File: src/rtl/seq_pkg.sv
// Shared types and defaults for the instruction sequencer.
// Holds the FSM state enum, the HALT word and default sizing.
package seq_pkg;

  localparam int DEF_NUM_PROGS = 6;
  localparam int DEF_PC_W      = 7;
  localparam int DEF_INST_W    = 16;
  localparam int DEF_ADDR_W    = 16;

  // All-ones word; sliced down to the instruction width at use.
  localparam logic [63:0] HALT_INST = '1;

  typedef enum logic [1:0] {
    IDLE,
    RUN,
    DRAIN,
    DONE
  } state_e;

  function automatic int sel_width(input int n);
    return (n > 1) ? $clog2(n) : 1;
  endfunction

endpackage

File: src/rtl/prog_onehot_dec.sv
// Program index to one-hot decoder with a range-valid flag.
// idx_i: index in; oh_o: one-hot out; valid_o: idx_i < N.
module prog_onehot_dec #(
  parameter int N  = 6,
  parameter int IW = 3
) (
  input  logic [IW-1:0] idx_i,
  output logic [N-1:0]  oh_o,
  output logic          valid_o
);

  always_comb begin
    oh_o = '0;
    for (int k = 0; k < N; k++) begin
      oh_o[k] = (idx_i == IW'(k));
    end
    // Out-of-range indices match no bit.
    valid_o = |oh_o;
  end

endmodule

File: src/rtl/instr_sequencer.sv
// Fetches a selected program from external ROMs and streams it out.
// In: clk, rst, start, prog_sel, stall, rom_data. Out: rom_en, pc,
// inst, inst_valid, ram_addr, busy, done, err.
module instr_sequencer
  import seq_pkg::*;
#(
  parameter int NUM_PROGS = DEF_NUM_PROGS,
  parameter int PC_W      = DEF_PC_W,
  parameter int INST_W    = DEF_INST_W,
  parameter int ADDR_W    = DEF_ADDR_W,
  localparam int SEL_W    = sel_width(NUM_PROGS)
) (
  input  logic                        clk,
  input  logic                        rst,
  input  logic                        start,
  input  logic [SEL_W-1:0]            prog_sel,
  input  logic                        stall,
  input  logic [NUM_PROGS*INST_W-1:0] rom_data,
  output logic [NUM_PROGS-1:0]        rom_en,
  output logic [PC_W-1:0]             pc,
  output logic [INST_W-1:0]           inst,
  output logic                        inst_valid,
  output logic [ADDR_W-1:0]           ram_addr,
  output logic                        busy,
  output logic                        done,
  output logic                        err
);

  state_e               state_q, state_d;
  logic [PC_W-1:0]      cnt_q, cnt_d;
  logic [SEL_W-1:0]     sel_q, sel_d;
  logic [NUM_PROGS-1:0] oh_q, oh_d;
  logic [ADDR_W-1:0]    addr_q, addr_d;
  logic                 pend_q, pend_d;
  logic                 err_q, err_d;

  logic [NUM_PROGS-1:0] dec_oh;
  logic                 dec_ok;
  logic [INST_W-1:0]    slice;
  logic                 halt;
  logic                 issue;

  // Decode the requested index at start time; the one-hot
  // is latched so rom_en never depends on prog_sel mid-run.
  prog_onehot_dec #(
    .N (NUM_PROGS),
    .IW(SEL_W)
  ) u_dec (
    .idx_i  (prog_sel),
    .oh_o   (dec_oh),
    .valid_o(dec_ok)
  );

  always_comb begin
    slice = '0;
    for (int k = 0; k < NUM_PROGS; k++) begin
      if (sel_q == SEL_W'(k)) begin
        slice = rom_data[k*INST_W +: INST_W];
      end
    end
  end

  // pend_q marks the cycle a fetch's data is on rom_data.
  assign halt = pend_q &&
                (slice == HALT_INST[INST_W-1:0]);

  always_comb begin
    state_d = state_q;
    cnt_d   = cnt_q;
    sel_d   = sel_q;
    oh_d    = oh_q;
    addr_d  = addr_q + ADDR_W'(pend_q);
    pend_d  = 1'b0;
    err_d   = 1'b0;
    issue   = 1'b0;
    unique case (state_q)
      IDLE, DONE: begin
        if (start) begin
          if (dec_ok) begin
            state_d = RUN;
            sel_d   = prog_sel;
            oh_d    = dec_oh;
            cnt_d   = '0;
            addr_d  = '0;
          end else begin
            err_d = 1'b1;
          end
        end
      end
      RUN: begin
        issue = !stall;
        if (halt) begin
          // A fetch issued alongside HALT is dropped.
          state_d = DONE;
        end else if (issue) begin
          pend_d = 1'b1;
          cnt_d  = cnt_q + PC_W'(1);
          if (&cnt_q) begin
            state_d = DRAIN;
          end
        end
      end
      DRAIN: begin
        state_d = DONE;
      end
      default: begin
        state_d = IDLE;
      end
    endcase
  end

  always_ff @(posedge clk or posedge rst) begin
    if (rst) begin
      state_q <= IDLE;
      cnt_q   <= '0;
      sel_q   <= '0;
      oh_q    <= '0;
      addr_q  <= '0;
      pend_q  <= 1'b0;
      err_q   <= 1'b0;
    end else begin
      state_q <= state_d;
      cnt_q   <= cnt_d;
      sel_q   <= sel_d;
      oh_q    <= oh_d;
      addr_q  <= addr_d;
      pend_q  <= pend_d;
      err_q   <= err_d;
    end
  end

  assign rom_en     = issue ? oh_q : '0;
  assign pc         = cnt_q;
  assign inst       = pend_q ? slice : '0;
  assign inst_valid = pend_q;
  assign ram_addr   = addr_q;
  assign busy       = (state_q == RUN) ||
                      (state_q == DRAIN);
  assign done       = (state_q == DONE);
  assign err        = err_q;

endmodule
File: config.mk
export PLATFORM = sky130hd
export DESIGN_NAME = instr_sequencer
export DESIGN_NICKNAME = d
export VERILOG_FILES = /design/src/rtl/seq_pkg.sv /design/src/rtl/prog_onehot_dec.sv /design/src/rtl/instr_sequencer.sv
export SDC_FILE = /design/constraint.sdc
export NUM_CORES = 1
export LEC_CHECK = 0
export CORE_MARGIN = 3
export CORE_UTILIZATION = 43
export CTS_CLUSTER_DIAMETER = 100
export CTS_CLUSTER_SIZE = 12
export DETAILED_ROUTE_END_ITERATION = 6
export PLACE_DENSITY_LB_ADDON = 0.12
export SLEW_MARGIN = 20
export SYNTH_ARGS = -nofsm -noshare
export SYNTH_HDL_FRONTEND = slang
export SYNTH_SLANG_ARGS = --single-unit
export TNS_END_PERCENT = 50
File: constraint.sdc
create_clock -name clk -period 8.2 [get_ports clk]
set_input_delay 1.64 -clock clk [delete_from_list [all_inputs] [get_ports clk]]
set_output_delay 1.64 -clock clk [all_outputs]
set_load 0.01 [all_outputs]
### Yosys cells after proc, flatten, opt, wreduce, memory -nomap -nowiden

Index checks and enable logic that the tools add are counted.
W data, S select, Z words.

* register bits after elaboration: 36
* bits of input ports: 103

* add/sub/neg operators: 2
* eq/ne operators: 20
* multiplexer cells: 29
* reductions and logical operators: 13

Operators by type and width (number)
* $mux W16: 10
* $mux W7: 4
* $add A16 B1 Y16: 1
* $eq A16 B16 Y1 const B: 1
* $pmux W7 S2: 1
* $eq A3 B2 Y1 const B: 4
* $eq A3 B3 Y1 const B: 4
* $mux W2: 5
* $ne A2 B2 Y1 const B: 4
* $add A7 B1 Y7 const B: 1
* $mux W1: 7
* $reduce_and A7 Y1: 1
* $eq A3 B1 Y1 const B: 2
* $logic_not A3 Y1: 2
* $mux W6: 1
* $ne A3 B3 Y1 const B: 2
* $pmux W2 S3: 1
* $reduce_or A6 Y1: 1
* $reduce_and A5 Y1: 1
* $eq A2 B2 Y1 const B: 2
* $reduce_and A4 Y1: 1
* $reduce_and A3 Y1: 1
* $eq A2 B1 Y1 const B: 1
* $logic_not A2 Y1: 1
* other kinds (5): 5

### Longest topological paths before layout

* depth in word-level cells: 11
* depth in mapped cells: 10
* gate-level depth less buffers: 8

### Modules after synthesis

From an unflattened synthesis, not the netlist that was laid out.

* cells, all modules: 300
* area, all modules: 2855.2 µm²

By module, submodules not included
* instr_sequencer: times used 1, cells each 293, area each 2803.9 µm², seq. area each 900.9 µm²
* prog_onehot_dec: times used 1, cells each 7, area each 51.3 µm², seq. area each 0.0 µm²

### Worst setup path after synthesis

No wires, ideal clock.

* kind: in2out
* from: input port rom_data[81]
* to: output port inst[1]
* data arrival time: 2.347 ns
* data required time: 6.560 ns
* slack: 4.213 ns
* stages on the path: 3
* buffers on the path: 0
* cell sequence: mux4_2 > a21oi_1 > nor2_1

* word-level cells in the longest chain between the ends: 2

RTL lines
* from (decl): line instr_sequencer.sv:18 `input logic [NUM_PROGS*INST_W-1:0] rom_data,`
* $mux W16: line instr_sequencer.sv:57 `if (sel_q == SEL_W'(k)) begin`
* $mux W16: line instr_sequencer.sv:134 `assign inst = pend_q ? slice : '0;`
* to (decl): line instr_sequencer.sv:21 `output logic [INST_W-1:0] inst,`

Every way passes these cells.

### Final worst setup path

* from: input port stall
* to: output port rom_en[4]

* word-level cells in the longest chain between the ends: 3

RTL lines
* from (decl): line instr_sequencer.sv:17 `input logic stall,`
* $logic_not A1 Y1: line instr_sequencer.sv:91 `issue = !stall;`
* $mux W1: line instr_sequencer.sv:76 `unique case (state_q)`
* $mux W6: line instr_sequencer.sv:132 `assign rom_en = issue ? oh_q : '0;`
* to (decl): line instr_sequencer.sv:19 `output logic [NUM_PROGS-1:0] rom_en,`

Every way passes these cells.

==> qor.csv <==
stage;metric;value;unit
die;Rows;28;
synth;Post-synth EDFFs;0;
synth;Syn Std Cell Area;0.002796;mm2
synth;simple-gate portion of the synthesized area;22.55;%
setup_path;sequence of cells on the critical path;clkdlybuf4s50_1 > nor2b_1 > and2_1 > clkdlybuf4s50_1;
synth;xor/xnor share of the synthesized area;3.758;%
power_and_ir_drop;Comb pwr share;59.9;%
die;Die Ht;86.65;um
synth;instance count of the mapped netlist;322;
sta;slew margin rel.;45.12;%
finish;# diodes;0;
drt;DRT antenna net count;0;
die;I/O pins;152;
cts;CTS resizes;0;
placed_design;global placer's final weighted congestion;0.8504;
power_and_ir_drop;peak supply drop;0.2040;mV
synth;Avg Inst Size Synth;8.685;um2
setup_path;RR Endpoint;pc[5];
setup_path;slowest library cell on the worst path;clkdlybuf4s50_1;
power_and_ir_drop;sequential share of power;28.9;%
placed_design;PortBufs;151;
cts;clock sinks;36;
cts;hold bufs inserted after CTS;0;
finish;layout cells sized above 1;3.871;%
power_and_ir_drop;clock share of power;11.2;%
drt;DRC Markers;0;
drt;Avg Vias per Cell;5.493;
synth;Synth Area in Compound Gates;16.91;%
synth;synth unique cells;52;
grt;largest net degree at the start of global routing;48;
sta;RSZ-0062 raised after global routing;false;
drt;vias;2966;
synth;fraction of the yosys area taken by sequential cells;32.21;%
setup_path;CP startpoint kind;input pin;
cts;H-Tree Depth;2;
grt;Total GRT Usage;24.77;%
cts;clk_lat worst skew;0.28;ns
cts;CTS tree;done;
synth;top cells by area, synth;dfrtp_1 32%, mux2i_1 14%, nor2_1 6.8%;
sta;count of final max-slew check failures;0;
hold_path;origin of the worst min-delay path;oh_q[0];
sta;Fin. Hold Viols;0;
hold_path;hold worst-path end;oh_q[0];
die;die area;0.007507;mm2
setup_path;crit path max fanout;9;
drt;initial drt markers;83;
hold_path;Tightest Hold Check Type;reg -> reg;
sta;FMAX;0.1971;GHz
setup_path;Worst Reg-to-Reg Cells;7;
finish;Filler Cell Count;500;
die;initial core utilization;45.87;%
synth;post-synth top area share;32.21;%
cts;clock root buffer;clkbuf_8;
setup_path;CP endpoint kind;output port;
setup_path;critical path data required time;6.56;ns
finish;Area growth syn-to-layout;57.00;%
cts;maximum clock path buffer count;2;
synth;syn nets;431;
grt;initial antenna violation count;0;
setup_path;crit path kind;in -> out;
cts;setup bufs post-CTS;0;
power_and_ir_drop;sw frac;42.34;%
synth;Adder-Cell Fraction of Synth Area;2.685;%
power_and_ir_drop;Psw;0.4218;mW
sta;Post-Route Setup TNS;0;ns
power_and_ir_drop;internal power;0.5744;mW
sta;Setup Skew;0.003201;ns
outcome;run status;completed;
synth;Synth Flop Type;dfrtp_1;
sta;setup violators final;0;
setup_path;slowest stage delay, CP;0.54;ns
synth;FFs w/ async S/R, synth;100.0;%
hold_path;hold path depth;1;
grt;vias in the first global route;2942;
sta;Tightest Pin Transition;0.8232;ns
setup_path;CP dominant cell by count;clkdlybuf4s50_1;
die;core box area;0.006096;mm2
synth;mux share of post-synthesis cell area;16.42;%
cts;total CTS buffers;5;
power_and_ir_drop;Leak;1.881;nW
grt;first-pass GRT wire length;14.85;mm
flow_run;MaxCap Viol Count;0;
synth;Syn. warnings;0;
synth;FF+latch count, synth;36;
sta;Fin Hold WS;0.5297;ns
sta;fin crit period;5.074;ns
synth;largest family of logic cells by synthesized area;simple AND/OR/NAND/NOR gates;
sta;Tcrit/Tclk final;61.88;%
placed_design;placed wire-length estimate;7.212;mm
grt;global-route congestion overflow total;0;
cts;clk slew on worst S/H paths;0.06;ns
drt;Detailed Route WL;9.209;mm
setup_path;Worst R2R Start;sel_q[1];
finish;final net count;575;
die;Die W;86.65;um
setup_path;slack of the worst reg-to-reg path;4.68;ns
drt;Pre-antenna DRT Iters;4;
setup_path;CP arrival;3.43;ns
synth;largest area contributor in the netlist;dfrtp_1;
drt;Routed WL per cell;17.05;um
power_and_ir_drop;PwrDens;226.9;mW/mm2
==> flip-flops by register name (all words and copies together), names as in the netlist <==
| register | count |
|---|---|
| sel_q | 3 |
| err | 1 |
| pc | 7 |
| ram_addr | 16 |
| state_q | 2 |
| oh_q | 6 |
| inst_valid | 1 |
==> per-stage QoR <==
step,utilization (%),area [um2],instances,power (mW),setup slack (ns)
floorplan,-,2796,322,0.6868,4.213
global placement,70.83,4318,534,0.8720,3.184
detailed placement,70.83,4318,534,0.8841,3.142
CTS,72.02,4390,540,1.002,3.123
global route,72.02,4390,540,1.081,2.967
finish,72.02,4390,540,0.9963,3.126
==> Yosys cell counts, types with 2 or more instances <==
master and n:
nor2_1 51, mux2i_1 38, dfrtp_1 36, nand2_1 20
a21oi_1 12, and3_1 12, inv_1 11, and2_1 10
o21ai_0 10, a22o_1 9, clkbuf_1 9, nand3_1 9
a22oi_1 7, nor3_1 7, xor2_1 7, ha_1 6
nor2b_1 6, o22ai_1 5, xnor2_1 5, a211o_1 3
buf_6 3, mux4_2 3, nand4_1 3, or3_1 3
and4_1 2, buf_2 2, buf_4 2, nand2b_1 2
o211ai_1 2, o21bai_1 2, o311ai_0 2, o31ai_1 2
or2_1 2
==> power groups by stage <==
stage               registers (mW)  logic (mW)  clock network (mW)
floorplan                    0.256       0.431                   0
global placement             0.288       0.584                   0
detailed placement           0.290       0.595                   0
CTS                          0.286       0.600               0.116
global route                 0.296       0.660               0.124
finish                       0.288       0.597               0.112
==> kinds of logic (layout without fill, tap and decap cells) <==
| group | Yosys count | after routing |
|---|---|---|
| compound gates | 67 | 67 |
| xor+xnor | 12 | 12 |
| fa+ha+maj | 6 | 6 |
| buf+inv | 29 | 172 |
| flops | 36 | 36 |
| mux | 42 | 42 |
| simple gates | 130 | 130 |
==> how the worst max path moves through the flow <==
stage	endpoint	startpoint	slack, ns	depth (start not counted)
final	rom_en[4]	stall	3.13	4
after global routing	rom_en[4]	stall	2.97	4
after CTS	rom_en[4]	stall	3.12	4
after detailed placement	rom_en[5]	stall	3.14	4
after global placement	rom_en[5]	stall	3.18	4
after floorplan	inst[1]	rom_data[81]	4.21	3
==> placed cells by master, fill, tap and decap left out, types with 7 or more instances in the layout <==
cell type and n:
a22oi_1 7, xor2_1 7, clkdlybuf4s50_1 151, nor3_1 7, dfrtp_1 35, nand3_1 9, o21ai_0 10, inv_1 11
nand2_1 20, and2_1 10, a22o_1 9, mux2i_1 38, a21oi_1 12, nor2_1 51, and3_1 12
==> final cells by class <==
cell class / count / area [um2] / area share, %
clock buffers: 6 / 72.57 / 1.653
flip-flops and latches: 36 / 902.1 / 20.55
inverters: 12 / 45.04 / 1.026
multi-input cells: 257 / 1743 / 39.70
repair buffers: 154 / 1534 / 34.94
well taps: 75 / 93.84 / 2.137
==> critical path: cells and delay by family <==
family,cells,cell delay (ns)
simple gates,2,0.76
buf+inv,2,1.04
==> routing by layer <==
layer / vias to the layer above / global-route usage (%) / routed length (um)
met5: - / 0 / 0
met4: 0 / 5.099 / 96
met3: 9 / 4.468 / 742
met2: 110 / 43.18 / 4507
met1: 1396 / 32.08 / 3862
li1: 1451 / - / -
Power figures use the tool's default switching activity.
